==> config.mk <==
export PLATFORM = sky130hd
export DESIGN_NAME = bamse_irqc
export DESIGN_NICKNAME = d
export VERILOG_FILES = /design/src/rtl/bamse_irqc_pkg.sv /design/src/rtl/irqc_sync_edge.sv /design/src/rtl/bamse_irqc.sv
export SDC_FILE = /design/constraint.sdc
export NUM_CORES = 1
export LEC_CHECK = 0
export ABC_AREA = 1
export CORE_MARGIN = 4
export CORE_UTILIZATION = 45
export CTS_CLUSTER_SIZE = 10
export DETAILED_ROUTE_END_ITERATION = 10
export GPL_TIMING_DRIVEN = 0
export PLACE_DENSITY = 0.68
export SKIP_CTS_REPAIR_TIMING = 1
export SLEW_MARGIN = 20
export SYNTH_ARGS = -nofsm -noshare
export SYNTH_HDL_FRONTEND = slang
export SYNTH_HIERARCHICAL = 1
export SYNTH_SLANG_ARGS = --single-unit
==> constraint.sdc <==
create_clock -name clk -period 1.7 [get_ports clk]
set_input_delay 0.255 -clock clk [delete_from_list [all_inputs] [get_ports clk]]
set_output_delay 0.255 -clock clk [all_outputs]
set_load 0.1 [all_outputs]
==> src/rtl/bamse_irqc_pkg.sv <==
// bamse_irqc shared definitions: register offsets, FSM encodings, priority helper.
// Optional feature macro used by the top: IRQC_AUTO_EOI_EN.
package bamse_irqc_pkg;

    localparam logic [1:0] IRQC_PENDING = 2'd0;
    localparam logic [1:0] IRQC_MASK    = 2'd1;
    localparam logic [1:0] IRQC_VECTOR  = 2'd2;
    localparam logic [1:0] IRQC_SOFT    = 2'd3;

    localparam logic [1:0] ST_IDLE = 2'd0;
    localparam logic [1:0] ST_REQ  = 2'd1;
    localparam logic [1:0] ST_SVC  = 2'd2;

    // Index 0 has the highest priority.
    function automatic logic [2:0] lowest_set(input logic [7:0] v);
        lowest_set = 3'd0;
        for (int i = 7; i >= 0; i--) begin
            if (v[i]) lowest_set = 3'(i);
        end
    endfunction

endpackage

==> src/rtl/irqc_sync_edge.sv <==
// Two-flop synchroniser followed by a rising-edge detector.
// evt is a one-cycle pulse per synchronised low-to-high transition.
module irqc_sync_edge #(
    parameter int W = 8
) (
    input  logic         clk,
    input  logic         rst_n,
    input  logic [W-1:0] d,
    output logic [W-1:0] evt
);

    logic [W-1:0] s1_q, s1_d;
    logic [W-1:0] s2_q, s2_d;
    logic [W-1:0] prev_q, prev_d;

    always_comb begin
        s1_d   = d;
        s2_d   = s1_q;
        prev_d = s2_q;
    end

    always_ff @(posedge clk or negedge rst_n) begin
        if (!rst_n) begin
            s1_q   <= '0;
            s2_q   <= '0;
            prev_q <= '0;
        end else begin
            s1_q   <= s1_d;
            s2_q   <= s2_d;
            prev_q <= prev_d;
        end
    end

    assign evt = s2_q & ~prev_q;

endmodule

==> src/rtl/bamse_irqc.sv <==
// Port-mapped fixed-priority interrupt controller for the bamse PicoBlaze3 system.
// Define IRQC_AUTO_EOI_EN to drop the SVC state and retire requests on ack.
module bamse_irqc
    import bamse_irqc_pkg::*;
#(
    parameter int         N_SRC     = 8,
    parameter logic [7:0] BASE_ADDR = 8'hF0
) (
    input  logic             clk,
    input  logic             rst_n,
    input  logic [N_SRC-1:0] irq_src,
    input  logic [7:0]       port_id,
    input  logic [7:0]       out_port,
    input  logic             write_strobe,
    input  logic             read_strobe,
    output logic [7:0]       data_out,
    output logic             hit,
    output logic             interrupt,
    input  logic             interrupt_ack
);

    localparam logic [7:0] SRC_MASK = 8'((9'd1 << N_SRC) - 9'd1);

    logic [N_SRC-1:0] evt;
    logic [7:0]       evt8;

    irqc_sync_edge #(.W(N_SRC)) u_sync (
        .clk   (clk),
        .rst_n (rst_n),
        .d     (irq_src),
        .evt   (evt)
    );

    always_comb begin
        evt8             = '0;
        evt8[N_SRC-1:0]  = evt;
    end

    logic [7:0] pending_q, pending_d;
    logic [7:0] mask_q, mask_d;
    logic [1:0] state_q, state_d;
    logic [2:0] id_q, id_d;
    logic       irq_q, irq_d;
    logic       vvalid_q, vvalid_d;
    logic [2:0] vid_q, vid_d;
    logic [7:0] data_q, data_d;
    logic       hit_q, hit_d;

    logic [7:0] off;
    logic       in_range;
    logic [1:0] sel;
    logic       wr_pend, wr_mask, wr_soft;
    logic [7:0] active;

    assign off      = port_id - BASE_ADDR;
    assign in_range = off < 8'd4;
    assign sel      = off[1:0];
    assign wr_pend  = write_strobe & in_range & (sel == IRQC_PENDING);
    assign wr_mask  = write_strobe & in_range & (sel == IRQC_MASK);
    assign wr_soft  = write_strobe & in_range & (sel == IRQC_SOFT);
    assign active   = pending_q & mask_q;

`ifndef IRQC_AUTO_EOI_EN
    logic wr_vec;
    assign wr_vec = write_strobe & in_range & (sel == IRQC_VECTOR);
`endif

    always_comb begin
        pending_d = pending_q;
        mask_d    = mask_q;
        state_d   = state_q;
        id_d      = id_q;
        irq_d     = irq_q;
        vvalid_d  = vvalid_q;
        vid_d     = vid_q;

        if (wr_mask) mask_d = out_port & SRC_MASK;
        if (wr_pend) pending_d = pending_d & ~out_port;
        if (wr_soft) pending_d = pending_d | out_port;

        case (state_q)
            ST_IDLE: begin
                if (|active) begin
                    id_d    = lowest_set(active);
                    irq_d   = 1'b1;
                    state_d = ST_REQ;
                end
            end
            ST_REQ: begin
                if (interrupt_ack) begin
                    pending_d[id_q] = 1'b0;
                    vvalid_d        = 1'b1;
                    vid_d           = id_q;
                    irq_d           = 1'b0;
`ifdef IRQC_AUTO_EOI_EN
                    state_d         = ST_IDLE;
`else
                    state_d         = ST_SVC;
`endif
                end else if (!active[id_q]) begin
                    irq_d   = 1'b0;
                    state_d = ST_IDLE;
                end
            end
`ifndef IRQC_AUTO_EOI_EN
            ST_SVC: begin
                if (wr_vec) begin
                    vvalid_d = 1'b0;
                    vid_d    = 3'd0;
                    state_d  = ST_IDLE;
                end
            end
`endif
            default: begin
                irq_d   = 1'b0;
                state_d = ST_IDLE;
            end
        endcase

        // A new edge beats any clear landing in the same cycle.
        pending_d = (pending_d | evt8) & SRC_MASK;
    end

    always_comb begin
        data_d = 8'h00;
        if (in_range) begin
            case (sel)
                IRQC_PENDING: data_d = pending_q;
                IRQC_MASK:    data_d = mask_q;
                IRQC_VECTOR:  data_d = {vvalid_q, 4'b0000, vid_q};
                default:      data_d = 8'h00;
            endcase
        end
        // Reads have no side effects, so read_strobe never qualifies anything.
        hit_d = in_range | (read_strobe & 1'b0);
    end

    always_ff @(posedge clk or negedge rst_n) begin
        if (!rst_n) begin
            pending_q <= '0;
            mask_q    <= '0;
            state_q   <= ST_IDLE;
            id_q      <= '0;
            irq_q     <= 1'b0;
            vvalid_q  <= 1'b0;
            vid_q     <= '0;
            data_q    <= '0;
            hit_q     <= 1'b0;
        end else begin
            pending_q <= pending_d;
            mask_q    <= mask_d;
            state_q   <= state_d;
            id_q      <= id_d;
            irq_q     <= irq_d;
            vvalid_q  <= vvalid_d;
            vid_q     <= vid_d;
            data_q    <= data_d;
            hit_q     <= hit_d;
        end
    end

    assign interrupt = irq_q;
    assign data_out  = data_q;
    assign hit       = hit_q;

endmodule
**After elaboration in Yosys (flattened, before gate mapping)**

Cells that the tools add are included.

- Register bits: 59
- Bits in latches: 0
- RAM bits: 0
- Memory bits (read-only): 0
- Input bits: 29
- Output and inout port bits: 10
- Logic and storage cells: 82
- Memories kept: 0

- Add/sub/neg operators: 1
- Multiply operators: 0
- Div/mod/pow operators: 0
- Order comparisons: 3
- Equal/unequal tests: 9
- Shift-type cells: 0
- Multiplexer cells: 33
- Bitwise operators: 15
- Reductions and logical operators: 9

Operators with widths:

| operator | count |
|---|---|
| $mux 8 | 5 |
| $and 8x8->8 | 4 |
| $mux 3 | 10 |
| $not 8->8 | 3 |
| $pmux 8 s3 | 1 |
| $or 8x8->8 | 2 |
| $reduce_and 3->1 | 3 |
| $lt 8x3->1 const B | 1 |
| $mux 2 | 4 |
| $reduce_or 8->1 | 1 |
| $sub 8x8->8 const B | 1 |
| $mux 1 | 7 |
| $eq 2x2->1 const B | 3 |
| $ne 2x2->1 const B | 3 |
| $pmux 2 s3 | 1 |
| $pmux 3 s2 | 1 |
| $and 1x1->1 | 5 |
| $eq 2x1->1 const B | 2 |
| $logic_not 2->1 | 2 |
| $lt 3x4->1 const B | 1 |
| $bmux 1 s3 | 1 |
| $demux 1 s3 | 1 |
| $ge 3x1->1 const B | 1 |
| $ne 3x3->1 const B | 1 |
| other kinds (6) | 6 |

**Depth between registers and ports, before layout**

Gate-level depths: netlist (run 1).

- Depth in word-level cells: 11
- Mapped depth: 9
- Mapped depth without buffers: 9

**By module**

The synthesis (run 1) kept the hierarchy.

By module, submodules not included:

| module | times used | cells an instance | area each (µm²) | sequential area each (µm²) |
|---|---|---|---|---|
| bamse_irqc | 1 | 282 | 1954.4 | 875.8 |
| irqc_sync_edge | 1 | 40 | 680.7 | 600.6 |

**Worst setup path after synthesis (run 1)**

Ideal clock, no wire load.

- Path type: register to register
- From: reg pending_q[4]
- To: reg id_q[0]
- Setup time: 0.116 ns
- Data arrival time: 1.097 ns
- Required time: 1.584 ns
- Slack: 0.487 ns
- Stages on the path, launching flop included: 9
- Path buffers: 0
- Clock period less this slack: 1.213 ns
- Cell sequence: dfrtp_1 > nand2_1 > nand2_1 > inv_1 > nand3_1 > o21ai_1 > nor2_1 > nand2_1 > nand2_1

- Word-level cells in the longest chain between the ends: 6
- Elaborated cells on any way between the ends: 8
- Those cells by class: mux (5); bitwise (1); reduce/logical (2)

RTL lines:

| item | RTL line | text |
|---|---|---|
| from (decl) | bamse_irqc.sv:39 | `logic [7:0] pending_q, pending_d;` |
| from (signal assigned) | bamse_irqc.sv:150 | `pending_q <= pending_d;` |
| $and 8x8->8 * | bamse_irqc.sv:61 | `assign active = pending_q & mask_q;` |
| $mux 3 (5 in series) | bamse_irqc_pkg.sv:18 | `if (v[i]) lowest_set = 3'(i);` |
| to (signal assigned) | bamse_irqc.sv:153 | `id_q <= id_d;` |
| to (decl) | bamse_irqc.sv:42 | `logic [2:0] id_q, id_d;` |

Mark *: on every way between the ends. The rest lies on a longest branch, timed or not.
A chain may end at the register's enable or synchronous reset.

**Final worst setup path (run 1)**

- From: reg data_q[3], in the netlist data_out[3]
- To: out data_out[3]

RTL lines:

| item | RTL line | text |
|---|---|---|
| from (decl) | bamse_irqc.sv:46 | `logic [7:0] data_q, data_d;` |
| from (signal assigned) | bamse_irqc.sv:157 | `data_q <= data_d;` |
| to (decl) | bamse_irqc.sv:16 | `output logic [7:0] data_out,` |

No word-level cell between the ends.

==> impl_metrics.env, run 1 <==
export IMPL_final_hold_worst_slack_ns=0.347
export IMPL_place_inst=431
export IMPL_vdd_ir_drop_worst_v=0.000630
export IMPL_rows=27
export IMPL_clkPwrFrac_pct=34.2
export IMPL_total_global_routing_overflow=0
export IMPL_post_route_min_period_ns=1.65
export IMPL_clk_pin_slew_worst_paths_ns=0.07
export IMPL_power_share_switching_pct=30.8
export IMPL_die_width_microns=84.5
export IMPL_p_int_mw=2.55
export IMPL_drtAntennaViolNets=0
export IMPL_drive_above_1_share_pct=11.4
export IMPL_regToRegSetupSlack_ns=0.26
export IMPL_timing_critical_path_slowest_stage_cell="sky130_fd_sc_hd__dlymetal6s2s_1"
export IMPL_synthToLayoutAreaGrowth_pct=25.9
export IMPL_dr_pass1_iters=4
export IMPL_setup_violations=0
export IMPL_seq_power_share_pct=46.3
export IMPL_synth_cells_most_frequent="108 x sky130_fd_sc_hd__nand2_1, 59 x sky130_fd_sc_hd__dfrtp_1, 44 x sky130_fd_sc_hd__inv_1, 33 x sky130_fd_sc_hd__nand3_1, 23 x sky130_fd_sc_hd__nor2_1"
export IMPL_worst_setup_path_start_kind="flop"
export IMPL_first_pass_grt_wire_length_microns=10500
export IMPL_final_cells=450
export IMPL_worst_slew_pin_transition_ns=0.969
export IMPL_floorplan_core_area_sq_um=5610
export IMPL_p_sw_mw=1.13
export IMPL_antenna_found_initial=0
export IMPL_synth_nets=351
export IMPL_drt_vias_per_instance=5.00
export IMPL_finalMaxSlewViolations=0
export IMPL_clock_skew_final_ns=0.00793
export IMPL_die_y_microns=84.5
export IMPL_hold_viol=0
export IMPL_layout_worst_path_cycle_share_pct=96.9
export IMPL_async_flop_share_pct=100
export IMPL_synth_top_cell_area_share_pct=56.0
export IMPL_largest_net_degree_at_the_start_of_global_routing=60
export IMPL_starting_density_pct=47.0
export IMPL_cts_buf_count=9
export IMPL_first_global_vias=2235
export IMPL_fmax_ghz=0.607
export IMPL_startpoint="data_out[3]"
export IMPL_yosys_top_cells_area="sky130_fd_sc_hd__dfrtp_1 56%, sky130_fd_sc_hd__nand2_1 15%, sky130_fd_sc_hd__inv_1 6.3%"
export IMPL_placer_s_final_routability_congestion_estimate=0.908
export IMPL_kind_of_cell_adding_the_most_delay_to_the_critical_path="buffers and inverters"
export IMPL_static_leakage_power_nw=1.81
export IMPL_final_area_sq_um=3320
export IMPL_holdCritPathClass="reg2reg"
export IMPL_syn_area_sq_um=2640
export IMPL_num_antenna_cells=0
export IMPL_clk_latency_ns=0.33
export IMPL_placedInstanceArea_sq_um=3110
export IMPL_timing_critical_path_depth=1
export IMPL_hold_depth=0
export IMPL_syn_mean_instance_area_sq_um=8.18
export IMPL_synth_seq_area_share_pct=56.0
export IMPL_ys_ff_latch=59
export IMPL_tritoncts="built"
export IMPL_clockBufferDepth=2
export IMPL_route_vias_total=2251
export IMPL_track_usage_pct=18.8
export IMPL_synthDistinctLibCells=22
export IMPL_crit_reg2reg_capture="id_q[0]"
export IMPL_yosys_warnings=6
export IMPL_r2r_start="pending_q[2]"
export IMPL_drt_iter0_drc=243
export IMPL_timing_worst_setup_path_type="reg2out"
export IMPL_clock_sinks=59
export IMPL_netlist_instances=322
export IMPL_synthMostInstantiatedCell="sky130_fd_sc_hd__nand2_1"
export IMPL_hpwlAfterDp_microns=4170
export IMPL_port_buffer_count=36
export IMPL_filler_cell_count=535
export IMPL_timing_critical_path_cells="dlymetal6s2s_1"
export IMPL_avgRoutedWirePerCell_microns=13.2
export IMPL_top_fanout_value_on_the_critical_path=1
export IMPL_synth_edff_count=0
export IMPL_ioPinCount=39
export IMPL_cellPowerDensity_nw_per_um2=1110
export IMPL_setup_repair_after_global_routing_missed_its_margin="false"
export IMPL_root_buffer="sky130_fd_sc_hd__clkbuf_8"
export IMPL_crit_required_ns=1.44
export IMPL_worstSetupEndpointType="output port"
export IMPL_drc=0
export IMPL_endpoint="data_out[3]"
export IMPL_combPwrFrac_pct=19.6
export IMPL_ys_dominant_reg_cell="sky130_fd_sc_hd__dfrtp_1"
export IMPL_post_layout_net_count=403
export IMPL_wl_microns=5950
export IMPL_synthDominantAreaCellType="sky130_fd_sc_hd__dfrtp_1"
export IMPL_status="finished clean"
export IMPL_slew_limit_headroom_pct=35.3
export IMPL_critPathMaxStageDelay_ns=0.74
export IMPL_max_cap_violations=0
export IMPL_critical_path_buf_inv_count=1
export IMPL_dieArea_sq_um=7140
export IMPL_cts_htree_levels=3
export IMPL_worst_endpoint_arrival_ns=1.39
export IMPL_r2r_worst_path_cells=8
==> worst min-delay path by stage <==
stage	start	end	slack, ns
floorplan	rst_n	data_out[0]	-0.04
global placement	u_sync/s1_q[1]	u_sync/prev_d[1]	0.33
detailed placement	rst_n	u_sync/prev_d[2]	0.27
CTS	rst_n	u_sync/prev_q[2]	-0.09
global route	irq_src[4]	u_sync/s1_q[4]	0.35
finish	u_sync/s1_q[1]	u_sync/prev_d[1]	0.35
==> layer usage <==
metal / part of all wire, % / vias up / global-route usage [%]
met4: 3.8 / 0 / 11.8
met1: 45 / 1027 / 24.5
met3: 6.7 / 19 / 4.22
met5: 0 / - / 0
li1: - / 1122 / -
met2: 45 / 83 / 28.5
==> power groups by stage <==
stage               Combinational (mW)  Sequential [mW]  Clock (mW)
floorplan                        0.408             1.77           0
global placement                 0.709             1.72           0
detailed placement               0.731             1.73           0
CTS                              0.734             1.71        1.29
global route                     0.845             1.73        1.35
finish                           0.722             1.71        1.26
==> area by class of cell <==
type	instances	area, sq um	share of cell area [%]
repair buffers	41	398	12.0
flip-flops and latches	59	1480	44.5
inverters	47	176	5.32
plain buffers	6	31.3	0.943
clock buffers	13	159	4.79
well taps	72	90.1	2.72
clock inverters	2	35.0	1.06
multi-input cells	210	951	28.7
==> cell usage in the layout (no fill, tap or decap), drive strengths merged, types with 3 or more instances in the layout <==
master         count
nand2            109
dfrtp             59
inv               45
nand3             33
nor2              33
clkdlybuf4s50     25
clkbuf            20
nand4             17
buf               10
a21oi              7
o21ai              6
dlymetal6s2s       4
clkinv             3
==> sequential cells by signal, summed over array words and instances, names as in the netlist <==
register	flops
mask_q	8
id_q	3
pending_q	8
u_sync/prev_d	8
interrupt	1
data_out	8
state_q	2
hit	1
u_sync/prev_q	8
vvalid_q	1
u_sync/s1_q	8
vid_q	3
==> logic make-up after synthesis <==
kind of cell	Yosys count	share of synthesized area [%]
AO/OA/AOI/OAI	17	3.70
buffers and inverters	53	7.88
flip-flops	59	56.0
AND/OR/NAND/NOR	193	32.4
==> metrics by stage <==
stage | util, % | setup WS [ns] | setup TNS [ns] | total power, mW
2_1_floorplan | - | 0.487 | 0 | 2.18
3_3_place_gp | 55.0 | -1.45 | -88.76 | 2.43
3_5_place_dp | 55.5 | -0.284 | -3.73 | 2.46
4_1_cts | 58.9 | -0.390 | -3.61 | 3.73
5_1_grt | 59.1 | 0.000681 | 0 | 3.93
6_report | 59.1 | 0.0532 | 0 | 3.69
Power figures use the tool's default switching activity.
==> run 2, diff against run 1 <==
clock period = 1.8 ns   (was 1.7 ns; I/O delays follow)
==> impl_metrics.env, run 2 (same netlist as run 1, synthesis figures left out) <==
export IMPL_status="finished clean"
export IMPL_floorplan_core_area_sq_um=5610
export IMPL_drive_above_1_share_pct=9.07
export IMPL_power_share_switching_pct=30.6
export IMPL_hold_depth=0
export IMPL_die_width_microns=84.5
export IMPL_combPwrFrac_pct=19.8
export IMPL_num_antenna_cells=0
export IMPL_timing_critical_path_slowest_stage_cell="sky130_fd_sc_hd__dlymetal6s2s_1"
export IMPL_crit_reg2reg_capture="pending_q[3]"
export IMPL_clk_pin_slew_worst_paths_ns=0.06
export IMPL_largest_net_degree_at_the_start_of_global_routing=60
export IMPL_layout_commonest_cell="sky130_fd_sc_hd__nand2_1"
export IMPL_max_cap_violations=0
export IMPL_final_cells=447
export IMPL_clkPwrFrac_pct=34.0
export IMPL_static_leakage_power_nw=1.90
export IMPL_dieArea_sq_um=7140
export IMPL_final_area_sq_um=3340
export IMPL_worstHoldStart="u_sync/s1_q[1]"
export IMPL_first_pass_grt_wire_length_microns=10500
export IMPL_tritoncts="built"
export IMPL_p_sw_mw=1.07
export IMPL_starting_density_pct=47.0
export IMPL_worst_endpoint_arrival_ns=1.43
export IMPL_p_int_mw=2.42
export IMPL_rows=27
export IMPL_seq_power_share_pct=46.2
export IMPL_avgRoutedWirePerCell_microns=13.2
export IMPL_setup_violations=0
export IMPL_antenna_found_initial=0
export IMPL_drtAntennaViolNets=0
export IMPL_hold_viol=0
export IMPL_holdCritPathClass="reg2reg"
export IMPL_regToRegSetupSlack_ns=0.36
export IMPL_power_total_mw=3.49
export IMPL_worst_setup_path_start_kind="flop"
export IMPL_timing_critical_path_cells="dlymetal6s2s_1"
export IMPL_hpwlAfterDp_microns=4170
export IMPL_vdd_ir_drop_worst_v=0.000656
export IMPL_r2r_worst_path_cells=6
export IMPL_dr_pass1_iters=4
export IMPL_clock_sinks=59
export IMPL_synthToLayoutAreaGrowth_pct=26.7
export IMPL_cts_htree_levels=3
export IMPL_drt_iter0_drc=267
export IMPL_slew_limit_headroom_pct=35.0
export IMPL_worst_slew_pin_transition_ns=0.974
export IMPL_finalMaxSlewViolations=0
export IMPL_placedInstanceArea_sq_um=3110
export IMPL_kind_of_cell_adding_the_most_delay_to_the_critical_path="buffers and inverters"
export IMPL_final_hold_worst_slack_ns=0.347
export IMPL_drt_vias_per_instance=5.00
export IMPL_timing_setup_tns_ns=0
export IMPL_root_buffer="sky130_fd_sc_hd__clkbuf_8"
export IMPL_placer_s_final_routability_congestion_estimate=0.908
export IMPL_clk_latency_ns=0.33
export IMPL_critical_path_buf_inv_count=1
export IMPL_wl_microns=5920
export IMPL_top_fanout_value_on_the_critical_path=2
export IMPL_post_route_util_pct=59.5
export IMPL_layout_common_cells="108 x sky130_fd_sc_hd__nand2_1, 59 x sky130_fd_sc_hd__dfrtp_1, 44 x sky130_fd_sc_hd__inv_1"
export IMPL_dp_slack_ns=-0.199
export IMPL_ioPinCount=39
export IMPL_layout_worst_path_cycle_share_pct=94.2
export IMPL_crit_required_ns=1.53
export IMPL_setup_repair_after_global_routing_missed_its_margin="false"
export IMPL_clock_skew_final_ns=0.00801
export IMPL_route_vias_total=2237
export IMPL_drc=0
export IMPL_worstSetupEndpointType="output port"
export IMPL_die_y_microns=84.5
export IMPL_whs_endpoint="u_sync/prev_d[1]"
export IMPL_total_global_routing_overflow=0
export IMPL_fmax_ghz=0.590
export IMPL_r2r_start="state_q[1]"
export IMPL_port_buffer_count=36
export IMPL_post_route_min_period_ns=1.70
export IMPL_timing_worst_setup_path_type="reg2out"
export IMPL_post_layout_net_count=400
export IMPL_clockBufferDepth=2
export IMPL_first_global_vias=2235
export IMPL_layout_setup_ws_ns=0.104
export IMPL_cellPowerDensity_nw_per_um2=1040
export IMPL_timing_critical_path_depth=1
export IMPL_cts_buf_count=9
export IMPL_place_inst=431
export IMPL_critPathMaxStageDelay_ns=0.75
export IMPL_track_usage_pct=18.8
[run 2: area by class of cell]
class                      count  area (sq um)
timing repair buffer          38           420
sequential                    59          1480
buffer                         6          31.3
fill                         525          2270
multi-input combinational    210           951
inverter                      47           176
clock buffer                  13           159
clock inverter                 2          35.0
tap                           72          90.1
[run 2: how the worst max path moves through the flow]
stage	startpoint	to	slack, ns
6_report	interrupt	interrupt	0.10
5_1_grt	port_id[6]	mask_q[7]	0.009
4_1_cts	interrupt	interrupt	-0.30
3_5_place_dp	port_id[5]	mask_q[7]	-0.20
3_3_place_gp	rst_n	u_sync/prev_q[7]	-1.37
2_1_floorplan	pending_q[4]	id_q[0]	0.59
[run 2: per-layer routing]
layer / global-route usage (%) / share of wire (%) / up-vias
met3: 4.22 / 6.9 / 24
met1: 24.5 / 45 / 1013
li1: - / - / 1115
met4: 11.8 / 4.5 / 0
met5: 0 / 0 / -
met2: 28.5 / 44 / 85
[run 2: power by group through the flow]
stage	logic, mW	clock network, mW	registers [mW]
after CTS	0.693	1.22	1.61
final	0.691	1.19	1.61
after global routing	0.807	1.28	1.63
after floorplan	0.386	0	1.67
after detailed placement	0.691	0	1.63
after global placement	0.670	0	1.63
==> run 3, diff against run 2 <==
GPL_ROUTABILITY_DRIVEN = 0   (was default)
REMOVE_ABC_BUFFERS = 1   (was default)
==> impl_metrics.env, run 3 (same netlist as run 1, synthesis figures left out) <==
export IMPL_status="finished clean"
export IMPL_die_width_microns=84.5
export IMPL_clockBufferDepth=2
export IMPL_dieArea_sq_um=7140
export IMPL_slew_limit_headroom_pct=35.5
export IMPL_static_leakage_power_nw=1.93
export IMPL_dr_pass1_iters=5
export IMPL_timing_critical_path_depth=1
export IMPL_setup_repair_after_global_routing_missed_its_margin="false"
export IMPL_layout_common_cells="108 x sky130_fd_sc_hd__nand2_1, 59 x sky130_fd_sc_hd__dfrtp_1, 44 x sky130_fd_sc_hd__inv_1"
export IMPL_critical_path_buf_inv_count=1
export IMPL_timing_critical_path_slowest_stage_cell="sky130_fd_sc_hd__dlymetal6s2s_1"
export IMPL_power_total_mw=3.46
export IMPL_cellPowerDensity_nw_per_um2=1020
export IMPL_dp_slack_ns=-0.748
export IMPL_die_y_microns=84.5
export IMPL_drt_iter0_drc=175
export IMPL_kind_of_cell_adding_the_most_delay_to_the_critical_path="buffers and inverters"
export IMPL_holdCritPathClass="reg2reg"
export IMPL_floorplan_core_area_sq_um=5610
export IMPL_top_fanout_value_on_the_critical_path=2
export IMPL_clkPwrFrac_pct=33.1
export IMPL_track_usage_pct=17.8
export IMPL_clk_latency_ns=0.33
export IMPL_finalMaxSlewViolations=0
export IMPL_post_layout_net_count=403
export IMPL_seq_power_share_pct=46.6
export IMPL_clock_skew_final_ns=0.00367
export IMPL_critPathMaxStageDelay_ns=0.75
export IMPL_starting_density_pct=47.0
export IMPL_tritoncts="built"
export IMPL_ioPinCount=39
export IMPL_regToRegSetupSlack_ns=0.29
export IMPL_first_global_vias=2120
export IMPL_endpoint="interrupt"
export IMPL_clk_pin_slew_worst_paths_ns=0.06
export IMPL_first_pass_grt_wire_length_microns=9920
export IMPL_combPwrFrac_pct=20.3
export IMPL_cts_htree_levels=3
export IMPL_hpwlAfterDp_microns=4060
export IMPL_drive_above_1_share_pct=10.3
export IMPL_root_buffer="sky130_fd_sc_hd__clkbuf_8"
export IMPL_max_cap_violations=0
export IMPL_worstSetupEndpointType="output port"
export IMPL_worst_setup_path_start_kind="flop"
export IMPL_largest_net_degree_at_the_start_of_global_routing=40
export IMPL_worst_slew_pin_transition_ns=0.967
export IMPL_route_vias_total=2316
export IMPL_drc=0
export IMPL_power_share_switching_pct=31.6
export IMPL_clock_sinks=59
export IMPL_drtAntennaViolNets=0
export IMPL_crit_required_ns=1.53
export IMPL_startpoint="interrupt"
export IMPL_p_int_mw=2.37
export IMPL_hold_viol=0
export IMPL_fmax_ghz=0.588
export IMPL_drt_vias_per_instance=5.14
export IMPL_cts_buf_count=9
export IMPL_vdd_ir_drop_worst_v=0.000589
export IMPL_setup_violations=0
export IMPL_port_buffer_count=37
export IMPL_layout_worst_path_cycle_share_pct=94.4
export IMPL_filler_cell_count=503
export IMPL_total_global_routing_overflow=0
export IMPL_r2r_start="state_q[1]"
export IMPL_avgRoutedWirePerCell_microns=13.6
export IMPL_worst_endpoint_arrival_ns=1.43
export IMPL_post_route_util_pct=60.4
export IMPL_p_sw_mw=1.09
export IMPL_synthToLayoutAreaGrowth_pct=28.6
export IMPL_num_antenna_cells=0
export IMPL_antenna_found_initial=0
export IMPL_layout_commonest_cell="sky130_fd_sc_hd__nand2_1"
export IMPL_layout_setup_ws_ns=0.101
export IMPL_wl_microns=6150
export IMPL_timing_worst_setup_path_type="reg2out"
export IMPL_rows=27
export IMPL_crit_reg2reg_capture="pending_q[3]"
export IMPL_r2r_worst_path_cells=6
export IMPL_post_route_min_period_ns=1.70
export IMPL_timing_critical_path_cells="dlymetal6s2s_1"
run 3: worst min path at each step:
stage	end	slack [ns]	startpoint	cells past startpoint
floorplan	data_out[0]	-0.03	rst_n	0
global placement	u_sync/prev_d[1]	0.33	u_sync/s1_q[1]	0
detailed placement	data_out[3]	0.17	rst_n	1
CTS	state_q[1]	-0.20	rst_n	1
global route	u_sync/s1_q[2]	0.35	irq_src[2]	1
finish	u_sync/prev_d[3]	0.35	u_sync/s1_q[3]	0
run 3: through the flow:
stage                     instance area, sq um  setup TNS (ns)  std cells  hold WS [ns]
final                                     3390               0        451         0.347
after global routing                      3390               0        451         0.350
after CTS                                 3270           -9.17        442        -0.196
after detailed placement                  3080          -15.56        426         0.173
after global placement                    3060          -95.90        425         0.333
after floorplan                           2600               0        316       -0.0256
run 3: area by class of cell:
class / count / area, sq um / area share [%]
clock inverters: 1 / 5.00 / 0.148
well taps: 72 / 90.1 / 2.66
clock buffers: 15 / 186 / 5.50
repair buffers: 46 / 478 / 14.1
flip-flops and latches: 59 / 1480 / 43.6
inverters: 47 / 176 / 5.20
multi-input cells: 211 / 977 / 28.8
run 3: per-layer routing:
metal	global-route usage, %	vias up	share of wire [%]
li1	-	1123	-
met2	26.5	99	44
met5	0	-	0
met3	5.59	16	9.0
met4	9.50	0	2.8
met1	23.1	1078	44
run 3: power groups by stage:
stage | sequential [mW] | clock, mW | combinational [mW]
global placement | 1.62 | 0 | 0.674
floorplan | 1.67 | 0 | 0.377
global route | 1.63 | 1.24 | 0.801
detailed placement | 1.63 | 0 | 0.687
CTS | 1.61 | 1.18 | 0.691
finish | 1.61 | 1.14 | 0.703
